===== src/rtl/apb5_completer_regfile.sv =====
// APB5 completer in front of a byte-strobed register file with WAIT_STATES wait cycles.
// Define APB5_COMPLETER_PROT_CHECK_EN to reject unprivileged accesses to the upper half of the file.
module apb5_completer_regfile #(
  parameter int ADDR_WIDTH      = 32,
  parameter int DATA_WIDTH      = 32,
  parameter int NUM_REGS        = 16,
  parameter int WAIT_STATES     = 0,
  parameter int USER_DATA_WIDTH = DATA_WIDTH/2
) (
  input  logic                       pclk,
  input  logic                       preset,
  input  logic [ADDR_WIDTH-1:0]      paddr,
  input  logic [2:0]                 pprot,
  input  logic                       pselx,
  input  logic                       penable,
  input  logic                       pwrite,
  input  logic [DATA_WIDTH-1:0]      pwdata,
  input  logic [DATA_WIDTH/8-1:0]    pstrb,
  input  logic [USER_DATA_WIDTH-1:0] pwuser,
  output logic                       pready,
  output logic [DATA_WIDTH-1:0]      prdata,
  output logic                       pslverr,
  output logic [USER_DATA_WIDTH-1:0] pruser,
  output logic [USER_DATA_WIDTH-1:0] pbuser
);

  localparam int NB    = DATA_WIDTH/8;
  localparam int BW    = $clog2(NB);
  localparam int IW    = $clog2(NUM_REGS);
  localparam int SPAN  = BW + IW;
  localparam logic [ADDR_WIDTH-1:0] ALIGN_MASK = ADDR_WIDTH'(NB-1);

  typedef enum logic {IDLE = 1'b0, ACCESS = 1'b1} state_e;

  state_e                     state_q, state_d;
  logic [3:0]                 cnt_q,   cnt_d;
  logic [IW-1:0]              idx_q,   idx_d;
  logic                       err_q,   err_d;
  logic                       write_q, write_d;
  logic [DATA_WIDTH-1:0]      wdata_q, wdata_d;
  logic [NB-1:0]              strb_q,  strb_d;
  logic [USER_DATA_WIDTH-1:0] wuser_q, wuser_d;
  logic [2:0]                 prot_q,  prot_d;
  logic [DATA_WIDTH-1:0]      regs_q [NUM_REGS];
  logic [DATA_WIDTH-1:0]      regs_d [NUM_REGS];

  logic decode_err;
  logic xfer_err;
  logic ready;
  logic commit;
  logic unused_prot;

  // Anything above the file span, or any sub-word offset, is a decode error.
  assign decode_err = (|(paddr >> SPAN)) || (|(paddr & ALIGN_MASK));

`ifdef APB5_COMPLETER_PROT_CHECK_EN
  // The upper half of the file (idx MSB set) is reserved for privileged accesses.
  assign xfer_err    = err_q || (!prot_q[0] && idx_q[IW-1]);
  assign unused_prot = ^prot_q[2:1];
`else
  assign xfer_err    = err_q;
  assign unused_prot = ^prot_q;
`endif

  assign ready  = (state_q == ACCESS) && (cnt_q == 4'd0);
  assign commit = ready && pselx && penable && write_q && !xfer_err;

  always_comb begin
    // NOTE: every _d starts from its hold value so no path through the case leaves it unassigned and infers a latch.
    state_d = state_q;
    cnt_d   = cnt_q;
    idx_d   = idx_q;
    err_d   = err_q;
    write_d = write_q;
    wdata_d = wdata_q;
    strb_d  = strb_q;
    wuser_d = wuser_q;
    prot_d  = prot_q;
    case (state_q)
      IDLE: begin
        if (pselx && !penable) begin
          state_d = ACCESS;
          cnt_d   = 4'(WAIT_STATES);
          idx_d   = paddr[BW +: IW];
          err_d   = decode_err;
          write_d = pwrite;
          wdata_d = pwdata;
          strb_d  = pstrb;
          wuser_d = pwuser;
          prot_d  = pprot;
        end
      end
      ACCESS: begin
        if (!pselx) begin
          state_d = IDLE;
        end else if (ready && penable) begin
          state_d = IDLE;
        end else if (cnt_q != 4'd0) begin
          cnt_d = cnt_q - 4'd1;
        end
      end
      default: state_d = IDLE;
    endcase
  end

  always_comb begin
    regs_d = regs_q;
    if (commit) begin
      for (int k = 0; k < NB; k++) begin
        if (strb_q[k]) regs_d[idx_q][8*k +: 8] = wdata_q[8*k +: 8];
      end
    end
  end

  // Response is driven only in the ready cycle and is zero at all other times.
  always_comb begin
    pready  = ready;
    prdata  = '0;
    pslverr = 1'b0;
    pruser  = '0;
    pbuser  = '0;
    if (ready) begin
      pslverr = xfer_err;
      if (write_q) begin
        pbuser = wuser_q;
      end else if (!xfer_err) begin
        prdata = regs_q[idx_q];
        pruser = regs_q[idx_q][USER_DATA_WIDTH-1:0];
      end
    end
  end

  // NOTE: the register file is reset along with the control flops because reads after reset must return 0.
  always_ff @(posedge pclk or posedge preset) begin
    if (preset) begin
      state_q <= IDLE;
      cnt_q   <= '0;
      idx_q   <= '0;
      err_q   <= 1'b0;
      write_q <= 1'b0;
      wdata_q <= '0;
      strb_q  <= '0;
      wuser_q <= '0;
      prot_q  <= '0;
      regs_q  <= '{default: '0};
    end else begin
      // NOTE: non-blocking so every flop samples pre-edge values regardless of statement order.
      state_q <= state_d;
      cnt_q   <= cnt_d;
      idx_q   <= idx_d;
      err_q   <= err_d;
      write_q <= write_d;
      wdata_q <= wdata_d;
      strb_q  <= strb_d;
      wuser_q <= wuser_d;
      prot_q  <= prot_d;
      regs_q  <= regs_d;
    end
  end

endmodule


===== config.mk =====
export PLATFORM = sky130hd
export DESIGN_NAME = apb5_completer_regfile
export DESIGN_NICKNAME = d
export VERILOG_FILES = /design/src/rtl/apb5_completer_regfile.sv
export SDC_FILE = /design/constraint.sdc
export NUM_CORES = 1
export LEC_CHECK = 0
export ABC_AREA = 1
export CAP_MARGIN = 20
export CORE_MARGIN = 5
export CORE_UTILIZATION = 60
export DETAILED_ROUTE_END_ITERATION = 10
export PLACE_DENSITY = 0.83
export SLEW_MARGIN = 40
export SYNTH_ARGS = -nofsm -noshare
export SYNTH_HDL_FRONTEND = slang
export SYNTH_SLANG_ARGS = --single-unit

===== constraint.sdc =====
create_clock -name pclk -period 26.1 [get_ports pclk]
set_input_delay 5.22 -clock pclk [delete_from_list [all_inputs] [get_ports pclk]]
set_output_delay 5.22 -clock pclk [all_outputs]
set_load 0.02 [all_outputs]

==> Yosys cells after proc, flatten, opt, wreduce, memory -nomap -nowiden <==
Cells that the tools add are included.
{ "word_totals": {"inputBits": 92, "ramBits": 0, "word_cells": 90, "mem_bits_ro": 0, "output_inout_bits": 66, "regBits": 575, "latchBits": 0, "mem_count": 0} }
{ "classes": {"muxes": 40, "n_bitwise": 2, "n_mul": 0, "n_reduce_logical": 17, "shift": 0, "addsub": 1, "n_div": 0, "eq_ne": 4, "n_lt_le_gt_ge": 2} }
{ "op_table": {"columns": ["op", "n"], "rows": [
  ["$mux W512", 7],
  ["$bwmux W512", 4],
  ["$demux W32 S4", 4],
  ["$mux W32", 6],
  ["$bmux W32 S4", 1],
  ["$mux W16", 6],
  ["$reduce_or A26 Y1", 1],
  ["$mux W24", 1],
  ["$mux W4", 4],
  ["$logic_and A1 B1 Y1", 8],
  ["$mux W8", 1],
  ["$pmux W4 S2", 1],
  ["$ne A2 B2 Y1 const B", 3],
  ["$ge A5 B5 Y1 const B", 1],
  ["$lt A5 B1 Y1 const B", 1],
  ["$not A4 Y5", 1],
  ["$logic_not A4 Y1", 1],
  ["$mux W1", 4],
  ["$reduce_and A4 Y1", 1],
  ["$reduce_bool A4 Y1", 1],
  ["$sub A4 B1 Y4 const B", 1],
  ["$logic_not A1 Y1", 2],
  ["$ne A2 B1 Y1 const B", 1],
  ["$pmux W1 S2", 1],
  ["other kinds (4)", 4]
]} }

==> Logic depth before layout (Yosys ltp) <==
Gate-level depths: netlist of the first run.
{ "depth": {"word_depth": 16, "ltp_mapped": 13, "depth_no_buf": 9} }

==> Worst setup path after synthesis of the first run <==
Ideal clock, no wire load.
{ "synth_timing": {"path_type": "flip-flop to output port", "from": "register cnt_q[0]", "to": "output pruser[0]", "setup_slack_ns": 18.790, "n_path_buf": 3, "path_stages_with_launch": 10, "arrival_time_ns": 2.090, "required_ns": 20.880, "cell_sequence": "dfrtp_1 -> inv_1 -> ha_1 -> nand4_2 -> buf_2 -> inv_1 -> nand2_1 -> buf_1 -> nor2_1 -> buf_4"} }
{ "synth_via": {"elab_chain_cells": 3} }
{ "synth_lines": {"columns": ["item", "line_no", "text"], "rows": [
  ["start: declaration", "36", "logic [3:0] cnt_q, cnt_d;"],
  ["start signal: assignment", "149", "cnt_q <= cnt_d;"],
  ["$logic_not A4 Y1", "65", "assign ready = (state_q == ACCESS) && (cnt_q == 4'd0);"],
  ["$logic_and A1 B1 Y1", "65", null],
  ["via pready", "20", "output logic pready,"],
  ["$mux W16", "122", "if (ready) begin"],
  ["end: declaration", "23", "output logic [USER_DATA_WIDTH-1:0] pruser,"]
]} }
The timed path passes the listed nets, and every way through them passes these cells.

==> Worst setup path after layout of the first run <==
{ "layout_timing": {"from": "register idx_q[0]", "to": "output prdata[13]"} }
{ "layout_via": {"elab_chain_cells": 7} }
{ "layout_lines": {"columns": ["item", "line_no", "text"], "rows": [
  ["start: declaration", "37", "logic [IW-1:0] idx_q, idx_d;"],
  ["start signal: assignment", "150", "idx_q <= idx_d;"],
  ["$not A4 Y5 (implied by the code)", "127", "prdata = regs_q[idx_q];"],
  ["$bmux W32 S4", "127", null],
  ["$mux W32 (2 in series)", null, null],
  ["$mux W32", "126", "end else if (!xfer_err) begin"],
  ["$mux W32", "124", "if (write_q) begin"],
  ["$mux W32", "122", null],
  ["end: declaration", "21", "output logic [DATA_WIDTH-1:0] prdata,"]
]} }
Every way passes these cells. The select of a mux whose other input is x is not followed.

==> flow_metrics.env, run 1 <==
export IMPL_portBuffers=154
export IMPL_synth_cells=3616
export IMPL_path_clk_slew_ns=0.06
export IMPL_grt_met1_usage=0.403
export IMPL_antenna_found_initial=1
export IMPL_rr_worst_depth=7
export IMPL_peakVddDrop_mv=0.0702
export IMPL_cts_root_buf="clkbuf_16"
export IMPL_ant_nets=0
export IMPL_top_usage_layer="met2"
export IMPL_worstPathArrival_ns=4.36
export IMPL_cts_sinks=575
export IMPL_power_mw=2.20
export IMPL_ys_types=30
export IMPL_grt_max_degree=172
export IMPL_power_density_mw_per_mm2=70.0
export IMPL_maxCapViolations=0
export IMPL_h_tree_depth=2
export IMPL_die_w_um=226
export IMPL_io_pins=158
export IMPL_min_delay_path_depth=2
export IMPL_cp_end_kind="output pin"
export IMPL_syn2layout_area_growth_pct=12.1
export IMPL_timing_final_crit_share=0.367
export IMPL_wirelength_um=74000
export IMPL_max_slew_margin=0.331
export IMPL_grt_usage=0.292
export IMPL_diodes=0
export IMPL_routedWlPerCell_um=17.3
export IMPL_syn_mean_instance_area_sq_um=7.74
export IMPL_yosysWarnings=0
export IMPL_max_stage_delay_ns=0.72
export IMPL_grtUsageMet2=0.470
export IMPL_first_pass_iters=6
export IMPL_worst_slew_pin_slew_ns=1.00
export IMPL_core_sq_mm=0.0464
export IMPL_drt_iter0_drc=2850
export IMPL_met3_usage=0.0536
export IMPL_synth_edff_count=0
export IMPL_path_buf_inv=3
export IMPL_final_common_cell="nand2_1"
export IMPL_critical_path_slowest_cell="dfrtp_4"
export IMPL_async_flop_share=1.00
export IMPL_r2r_start="write_q$_DFFE_PP0P_"
export IMPL_drv_slew=0
export IMPL_grt_first_pass_wirelength_um=121000
export IMPL_startpoint_type="flop"
export IMPL_worstPathCellList="inv_12 > buf_6 > nand2_1 > nand2_1 > nand2_1 > nand2_1 > nand2_1 > nand2_1 > nor2_1 > nor2_1 > clkdlybuf4s50_1"
export IMPL_clk_latency_ns=0.61
export IMPL_nNetsFinal=3719
export IMPL_rrSetupSlack_ns=22.69
export IMPL_cts_hold_buf=0
export IMPL_cts_buffers=57
export IMPL_dp_hpwl_um=44300
export IMPL_hold_viol=0
export IMPL_avgViaCountPerCell=5.60
export IMPL_drive_gt1_frac=0.0627
export IMPL_crit_type="reg -> out"
export IMPL_die_h_um=226
export IMPL_fin_skew_ns=0.0117
export IMPL_setup_viol=0
export IMPL_syn_area_sq_mm=0.0280
export IMPL_synthFlopType="dfrtp_1"
export IMPL_overflow=0
export IMPL_r2r_end="regs_q[490]$_DFFE_PP0P_"
export IMPL_final_cell_mix="1988 x nand2_1, 572 x dfrtp_1, 285 x o21ai_0"
export IMPL_clockBufferDepth=3
export IMPL_hold_end="wuser_q[9]$_DFFE_PP0P_"
export IMPL_ys_ff_latch=575
export IMPL_cts_setup_buffers=0
export IMPL_grt_setup_unrepaired="no"
export IMPL_static_leakage_power_nw=15.2
export IMPL_routabilityCongestion=0.833
export IMPL_min_path_type="reg -> reg"
export IMPL_yosysSeqAreaShare=0.514
export IMPL_hold_path_startpoint="wuser_q[9]$_DFFE_PP0P_"
export IMPL_initial_core_util=0.604
export IMPL_vias=24000
export IMPL_drc=0
export IMPL_synth_fp_nets=3709
export IMPL_fmax_ghz=0.104
export IMPL_cts_tree="done"
export IMPL_fp_row_count=79
export IMPL_grt_pass1_vias=23000
export IMPL_cts_resized=0
export IMPL_path_common_cell="nand2_1"
export IMPL_tns_ns=0
export IMPL_crit_fanout=171
export IMPL_period_needed_ns=9.58
export IMPL_worstPathRequired_ns=20.88
export IMPL_critPathTopFamily="buffers and inverters"
export IMPL_status="completed"
export IMPL_dieArea_sq_mm=0.0511
-- tightest hold or removal path: stages, from the launching register on --
cell and delay [ns]:
dfrtp_1 0.34, nand2_1 0.05, nand2_1 0.05
-- flip-flops by register name, summed over array words and instances (netlist names) --
name / flops
regs_q: 512
wuser_q: 16
err_q: 1
cnt_q: 4
wdata_q: 32
strb_q: 4
idx_q: 4
state_q: 1
write_q: 1
-- through the flow --
step | utilization | setup slack [ns] | instances | area [sq um] | hold slack, ns
2_1_floorplan | - | 4.79 | 3616 | 28000 | 0.449
3_3_place_gp | 0.634 | 16.94 | 4171 | 29400 | 0.461
3_5_place_dp | 0.636 | 17.30 | 4173 | 29500 | 0.466
4_1_cts | 0.676 | 16.69 | 4277 | 31300 | 0.483
5_1_grt | 0.677 | 16.50 | 4278 | 31400 | 0.497
6_report | 0.677 | 16.52 | 4278 | 31400 | 0.481
-- Yosys cell counts (14+ instances only) --
cell type | number | area share
nand2_1 | 1988 | 0.27
dfrtp_1 | 575 | 0.51
o21ai_0 | 285 | 0.051
o21ai_1 | 266 | 0.048
nor2_1 | 105 | 0.014
clkbuf_1 | 97 | 0.013
buf_2 | 84 | 0.015
nand3_4 | 65 | 0.041
inv_1 | 44 | 0.0059
buf_1 | 24 | 0.0032
buf_4 | 18 | 0.0048
nand3_2 | 14 | 0.0050
-- metal layers --
| metal | routed length, um | up-vias |
|---|---|---|
| met4 | 2460 | 0 |
| met3 | 6470 | 154 |
| met2 | 34400 | 1017 |
| met5 | 0 | - |
| met1 | 30700 | 11400 |
| li1 | - | 11400 |
-- report_power, final --
group          internal, mW  total, mW  switching [mW]
clock                 0.486      0.833           0.347
combinational        0.0584      0.405           0.347
sequential            0.922      0.957          0.0356
total                  1.47       2.20           0.729
-- how the worst max path moves through the flow --
stage                               startpoint                 endpoint  depth (start not counted)
final                     idx_q[0]$_DFFE_PP0P_               prdata[13]                         11
after global routing      idx_q[0]$_DFFE_PP0P_               prdata[13]                         11
after CTS                 idx_q[0]$_DFFE_PP0P_               prdata[13]                         11
after detailed placement                preset  regs_q[215]$_DFFE_PP0P_                          5
after global placement    idx_q[0]$_DFFE_PP0P_               pruser[14]                         11
after floorplan                         preset     cnt_q[0]$_DFFE_PP0P_                          1
-- cell type report --
class                   count  area (sq um)
clock buffers              87          1660
clock inverters            17           214
fillers                  3725         15000
inverters                  55           243
multi-input cells        2755         12300
flip-flops and latches    575         14400
well taps                 607           759
repair buffers            182          1820
-- cell families after synthesis --
family                     after synthesis  share of synthesized area
AOI/OAI and AO/OA                      552                     0.0987
adders and majority gates                1                   0.000447
DFF                                    575                      0.514
buffers and inverters                  286                     0.0476
and+or+nand+nor                       2202                      0.339
(Power assumes the default switching activity.)
==> run 2, diff against run 1 <==
==> constraint.sdc (replaced) <==
create_clock -name pclk -period 9.3 [get_ports pclk]
set_input_delay 1.86 -clock pclk [delete_from_list [all_inputs] [get_ports pclk]]
set_output_delay 1.86 -clock pclk [all_outputs]
set_load 0.02 [all_outputs]
==> run 2 against run 1 <==
  * Clock-buffer cell count shrank 7
  * Routed wire length grew 0.82%
  * Clock skew shrank 0.0015 ns
  * Non-clock buffer count grew 1
  * Register-to-register slack lost 17 ns
  * Global-route usage grew 0.39 points
  * Sequential share of layout area shrank 0.40 points
  * Die area is the same
  * Sequential cell count is the same
  * Setup slack lost 13 ns
  * Largest cell class unchanged
  * Hold slack gained 0.0020 ns
  * Power grew to 2.9 times the previous value
==> flow_metrics.env, run 2 (synthesized netlist as in run 1, its figures left out) <==
export IMPL_status="completed"
export IMPL_worstPathArrival_ns=4.09
export IMPL_hold_path_startpoint="wuser_q[9]$_DFFE_PP0P_"
export IMPL_die_h_um=226
export IMPL_routedWlPerCell_um=17.4
export IMPL_die_w_um=226
export IMPL_maxCapViolations=0
export IMPL_max_slew_margin=0.420
export IMPL_pwr_share_seq=0.418
export IMPL_min_path_type="reg -> reg"
export IMPL_cts_hold_buf=0
export IMPL_fillCellCount=3628
export IMPL_final_common_cell="nand2_1"
export IMPL_cts_buffers=58
export IMPL_clockBufferDepth=3
export IMPL_cts_root_buf="clkbuf_16"
export IMPL_largest_registers="regs_q (512), wdata_q (32), wuser_q (16)"
export IMPL_grt_first_pass_wirelength_um=122000
export IMPL_overflow=0
export IMPL_peakVddDrop_mv=0.226
export IMPL_static_leakage_power_nw=15.3
export IMPL_multi_input_area_sq_mm=0.0123
export IMPL_syn2layout_area_growth_pct=13.0
export IMPL_period_needed_ns=5.95
export IMPL_worstPathRequired_ns=7.44
export IMPL_vias=24100
export IMPL_hold_ws_ns=0.483
export IMPL_instances_no_fill=4285
export IMPL_dp_hpwl_um=44400
export IMPL_diodes=0
export IMPL_dieArea_sq_mm=0.0511
export IMPL_routabilityCongestion=0.829
export IMPL_initial_core_util=0.604
export IMPL_clk_latency_ns=0.61
export IMPL_ant_nets=0
export IMPL_cp_end_kind="output pin"
export IMPL_cts_tree="done"
export IMPL_portBuffers=154
export IMPL_nNetsFinal=3721
export IMPL_cts_sinks=575
export IMPL_place_ws_ns=3.95
export IMPL_rrSetupSlack_ns=5.64
export IMPL_crit_type="reg -> out"
export IMPL_drc=0
export IMPL_io_pins=158
export IMPL_r2r_start="cnt_q[0]$_DFFE_PP0P_"
export IMPL_startpoint_type="flop"
export IMPL_drt_iter0_drc=2665
export IMPL_first_pass_iters=6
export IMPL_largest_reg_flops=512
export IMPL_regMostFlops="regs_q"
export IMPL_grt_usage=0.296
export IMPL_h_tree_depth=2
export IMPL_seq_area_sq_mm=0.0144
export IMPL_wirelength_um=74600
export IMPL_fp_row_count=79
export IMPL_setup_viol=0
export IMPL_dp_cells=4173
export IMPL_drive_gt1_frac=0.0674
export IMPL_fin_ws_ns=3.35
export IMPL_final_cell_mix="1987 x nand2_1, 572 x dfrtp_1, 285 x o21ai_0"
export IMPL_core_sq_mm=0.0464
export IMPL_antenna_found_initial=1
export IMPL_switching_share=0.324
export IMPL_grt_max_degree=192
export IMPL_fin_skew_ns=0.0102
export IMPL_cts_resized=0
export IMPL_power_switching_mw=2.07
export IMPL_drv_slew=0
export IMPL_avgViaCountPerCell=5.61
export IMPL_hold_viol=0
export IMPL_intPower_mw=4.31
export IMPL_p_comb_frac=0.183
export IMPL_power_density_mw_per_mm2=202
export IMPL_crit_fanout=56
export IMPL_path_clk_slew_ns=0.06
export IMPL_timing_final_crit_share=0.639
export IMPL_cts_setup_buffers=0
export IMPL_grt_pass1_vias=23500
export IMPL_worst_slew_pin_slew_ns=0.870
export IMPL_fmax_ghz=0.168
export IMPL_critPathLaunch="idx_q[1]$_DFFE_PP0P_"
export IMPL_final_core_util=0.683
export IMPL_grt_setup_unrepaired="no"
export IMPL_p_clk_frac=0.399
[run 2: cell types whose count changed in the layout (fill, tap and decap cells not counted), sizes merged]
| cell | change |
|---|---|
| clkinv | +4 |
| clkbuf | -8 |
| clkinvlp | +4 |
| bufinv | +5 |
| buf | +2 |
[run 2: cell type report]
cell class              count  area share
multi-input cells        2755       0.388
clock buffers              80      0.0533
inverters                  55     0.00715
well taps                 607      0.0240
clock inverters            30      0.0131
repair buffers            183      0.0593
flip-flops and latches    575       0.455
[run 2: power by group through the flow]
stage	logic (mW)	registers [mW]	clock network (mW)
after floorplan	0.791	2.66	0
after global placement	1.09	2.73	0
after detailed placement	1.12	2.73	0
after CTS	1.12	2.68	2.57
after global routing	1.25	2.67	2.68
final	1.17	2.67	2.55
[run 2: worst paths after layout]
check | to | depth (start not counted)
max | pruser[4] | 9
min | wuser_q[9]$_DFFE_PP0P_ | 2
max reg2reg | regs_q[375]$_DFFE_PP0P_ | 8
min reg2reg | wuser_q[9]$_DFFE_PP0P_ | 2
max in group asynchronous | regs_q[466]$_DFFE_PP0P_ | 5
min in group asynchronous | regs_q[482]$_DFFE_PP0P_ | 2
[run 2: critical path, cell delays in order (launching register included)]
cell             delay, ns
dfrtp_4               0.71
inv_4                 0.50
buf_4                 0.73
nand2_1               0.11
nand2_1               0.10
nand2_1               0.06
nand2_1               0.12
nor2_1                0.06
nor2_1                0.33
clkdlybuf4s50_1       0.70
[run 2: metrics by stage]
step	cell area, sq um	power, mW	TNS (ns)
floorplan	28000	3.46	-226.29
global placement	29400	3.82	0
detailed placement	29500	3.84	0
CTS	31600	6.38	0
global route	31700	6.60	0
finish	31700	6.38	0
[run 2: routing by layer]
metal	global-route usage	part of all wire	vias up
met3	0.0594	0.085	219
met2	0.465	0.45	1017
met1	0.399	0.41	11400
met4	0.142	0.049	2
li1	-	-	11400
met5	0	0.00015	-
==> run 3, diff against run 2 <==
==> constraint.sdc (replaced) <==
create_clock -name pclk -period 6.2 [get_ports pclk]
set_input_delay 1.24 -clock pclk [delete_from_list [all_inputs] [get_ports pclk]]
set_output_delay 1.24 -clock pclk [all_outputs]
set_load 0.02 [all_outputs]
==> run 3 against run 2 <==
  * First-iteration DRC count rose by 1.8%
  * Sequential power rose by 50%
  * Critical path type unchanged
  * Non-clock buffer count rose by 7
  * Die area did not move
  * Largest power group unchanged
  * Hold slack barely moved
  * Global-route usage fell by 0.30 points
==> flow_metrics.env, run 3 (synthesized netlist as in run 1, its figures left out) <==
export IMPL_static_leakage_power_nw=15.3
export IMPL_power_density_mw_per_mm2=293
export IMPL_dieArea_sq_mm=0.0511
export IMPL_dp_hpwl_um=44700
export IMPL_grt_max_degree=133
export IMPL_cts_tree="done"
export IMPL_p_comb_frac=0.193
export IMPL_fillCellCount=3715
export IMPL_cts_root_buf="clkbuf_16"
export IMPL_grt_setup_unrepaired="no"
export IMPL_largest_reg_flops=512
export IMPL_worstPathArrival_ns=3.98
export IMPL_largest_registers="regs_q (512), wdata_q (32), wuser_q (16)"
export IMPL_diodes=0
export IMPL_avgViaCountPerCell=5.62
export IMPL_met3_usage=0.0519
export IMPL_die_w_um=226
export IMPL_hold_end="regs_q[390]$_DFFE_PP0P_"
export IMPL_routedWlPerCell_um=17.4
export IMPL_status="completed"
export IMPL_intPower_mw=6.21
export IMPL_tns_ns=0
export IMPL_power_switching_mw=3.06
export IMPL_dpl_cell_area_sq_mm=0.0297
export IMPL_fin_area_sq_mm=0.0316
export IMPL_grt_first_pass_wirelength_um=121000
export IMPL_peakVddDrop_mv=0.268
export IMPL_worstPathRequired_ns=4.96
export IMPL_syn2layout_area_growth_pct=12.9
export IMPL_pwr_share_seq=0.433
export IMPL_fin_skew_ns=0.0145
export IMPL_clk_latency_ns=0.61
export IMPL_first_pass_iters=6
export IMPL_drive_gt1_frac=0.0666
export IMPL_startpoint_type="flop"
export IMPL_drv_slew=0
export IMPL_multi_input_area_sq_mm=0.0123
export IMPL_cts_setup_buffers=0
export IMPL_portBuffers=154
export IMPL_h_tree_depth=2
export IMPL_cts_hold_buf=0
export IMPL_timing_final_crit_share=0.842
export IMPL_core_sq_mm=0.0464
export IMPL_maxCapViolations=0
export IMPL_max_slew_margin=0.420
export IMPL_rrSetupSlack_ns=2.75
export IMPL_r2r_start="cnt_q[0]$_DFFE_PP0P_"
export IMPL_switching_share=0.330
export IMPL_period_needed_ns=5.22
export IMPL_grt_met1_usage=0.400
export IMPL_wirelength_um=74500
export IMPL_top_usage_layer="met2"
export IMPL_worst_slew_pin_slew_ns=0.870
export IMPL_drc=0
export IMPL_hold_path_startpoint="regs_q[390]$_DFFE_PP0P_"
export IMPL_final_common_cell="nand2_1"
export IMPL_grt_usage=0.293
export IMPL_path_clk_slew_ns=0.06
export IMPL_seq_area_sq_mm=0.0144
export IMPL_ant_nets=0
export IMPL_dp_cells=4181
export IMPL_cts_buffers=58
export IMPL_overflow=0
export IMPL_min_path_type="reg -> reg"
export IMPL_io_pins=158
export IMPL_r2r_end="regs_q[376]$_DFFE_PP0P_"
export IMPL_fmax_ghz=0.192
export IMPL_min_delay_path_depth=2
export IMPL_grt_pass1_vias=23300
export IMPL_routabilityCongestion=0.819
export IMPL_cts_sinks=575
export IMPL_crit_fanout=103
export IMPL_setup_viol=0
export IMPL_nNetsFinal=3728
export IMPL_instances_no_fill=4286
export IMPL_regMostFlops="regs_q"
export IMPL_crit_type="reg -> out"
export IMPL_fp_row_count=79
export IMPL_antenna_found_initial=0
export IMPL_drt_iter0_drc=2714
export IMPL_clockBufferDepth=3
export IMPL_die_h_um=226
export IMPL_grtUsageMet2=0.471
export IMPL_hold_viol=0
export IMPL_hold_ws_ns=0.483
export IMPL_p_clk_frac=0.375
export IMPL_vias=24100
export IMPL_cts_resized=0
export IMPL_final_cell_mix="1988 x nand2_1, 572 x dfrtp_1, 285 x o21ai_0"
export IMPL_initial_core_util=0.604
export IMPL_cp_end_kind="output pin"
export IMPL_power_mw=9.27
export IMPL_rr_worst_depth=8
run 3: metal layers:
layer,up-vias,share of wire
li1,11400,-
met1,11400,0.41
met2,1084,0.46
met3,190,0.085
met4,0,0.042
met5,-,0
run 3: layout make-up:
type	count	area share
flip-flops and latches	575	0.456
multi-input cells	2755	0.389
clock inverters	18	0.00550
clock buffers	86	0.0544
inverters	55	0.00729
well taps	607	0.0240
repair buffers	190	0.0644
run 3: how the worst max path moves through the flow:
stage	startpoint	end	slack, ns	cells past startpoint
after floorplan	preset	cnt_q[0]$_DFFE_PP0P_	-2.87	1
after global placement	idx_q[1]$_DFFE_PP0P_	pruser[6]	1.64	8
after detailed placement	idx_q[0]$_DFFE_PP0P_	pruser[4]	1.62	12
after CTS	idx_q[0]$_DFFE_PP0P_	pruser[4]	0.96	12
after global routing	idx_q[0]$_DFFE_PP0P_	prdata[4]	0.72	12
final	idx_q[0]$_DFFE_PP0P_	pruser[4]	0.98	12
run 3: critical path, cell delays in order, from the launching register on:
cell,delay (ns)
dfrtp_4,0.84
buf_12,0.25
buf_16,0.39
buf_16,0.39
nand2_1,0.09
nand2_1,0.08
nand2_1,0.05
nand2_1,0.10
nand2_1,0.06
nand2_1,0.08
nor2_1,0.07
nor2_1,0.26
clkdlybuf4s50_1,0.68
run 3: power groups by stage:
stage	registers, mW	logic (mW)	clock network [mW]
after floorplan	4.00	1.19	0
after global placement	4.09	1.66	0
after detailed placement	4.07	1.74	0
after CTS	4.00	1.75	3.51
after global routing	4.02	1.90	3.68
final	4.01	1.79	3.47
run 3: stage by stage:
| step | util | setup WS, ns |
|---|---|---|
| global route | 0.682 | 0.718 |
| global placement | 0.637 | 1.64 |
| floorplan | - | -2.87 |
| finish | 0.682 | 0.982 |
| detailed placement | 0.640 | 1.62 |
| CTS | 0.681 | 0.963 |
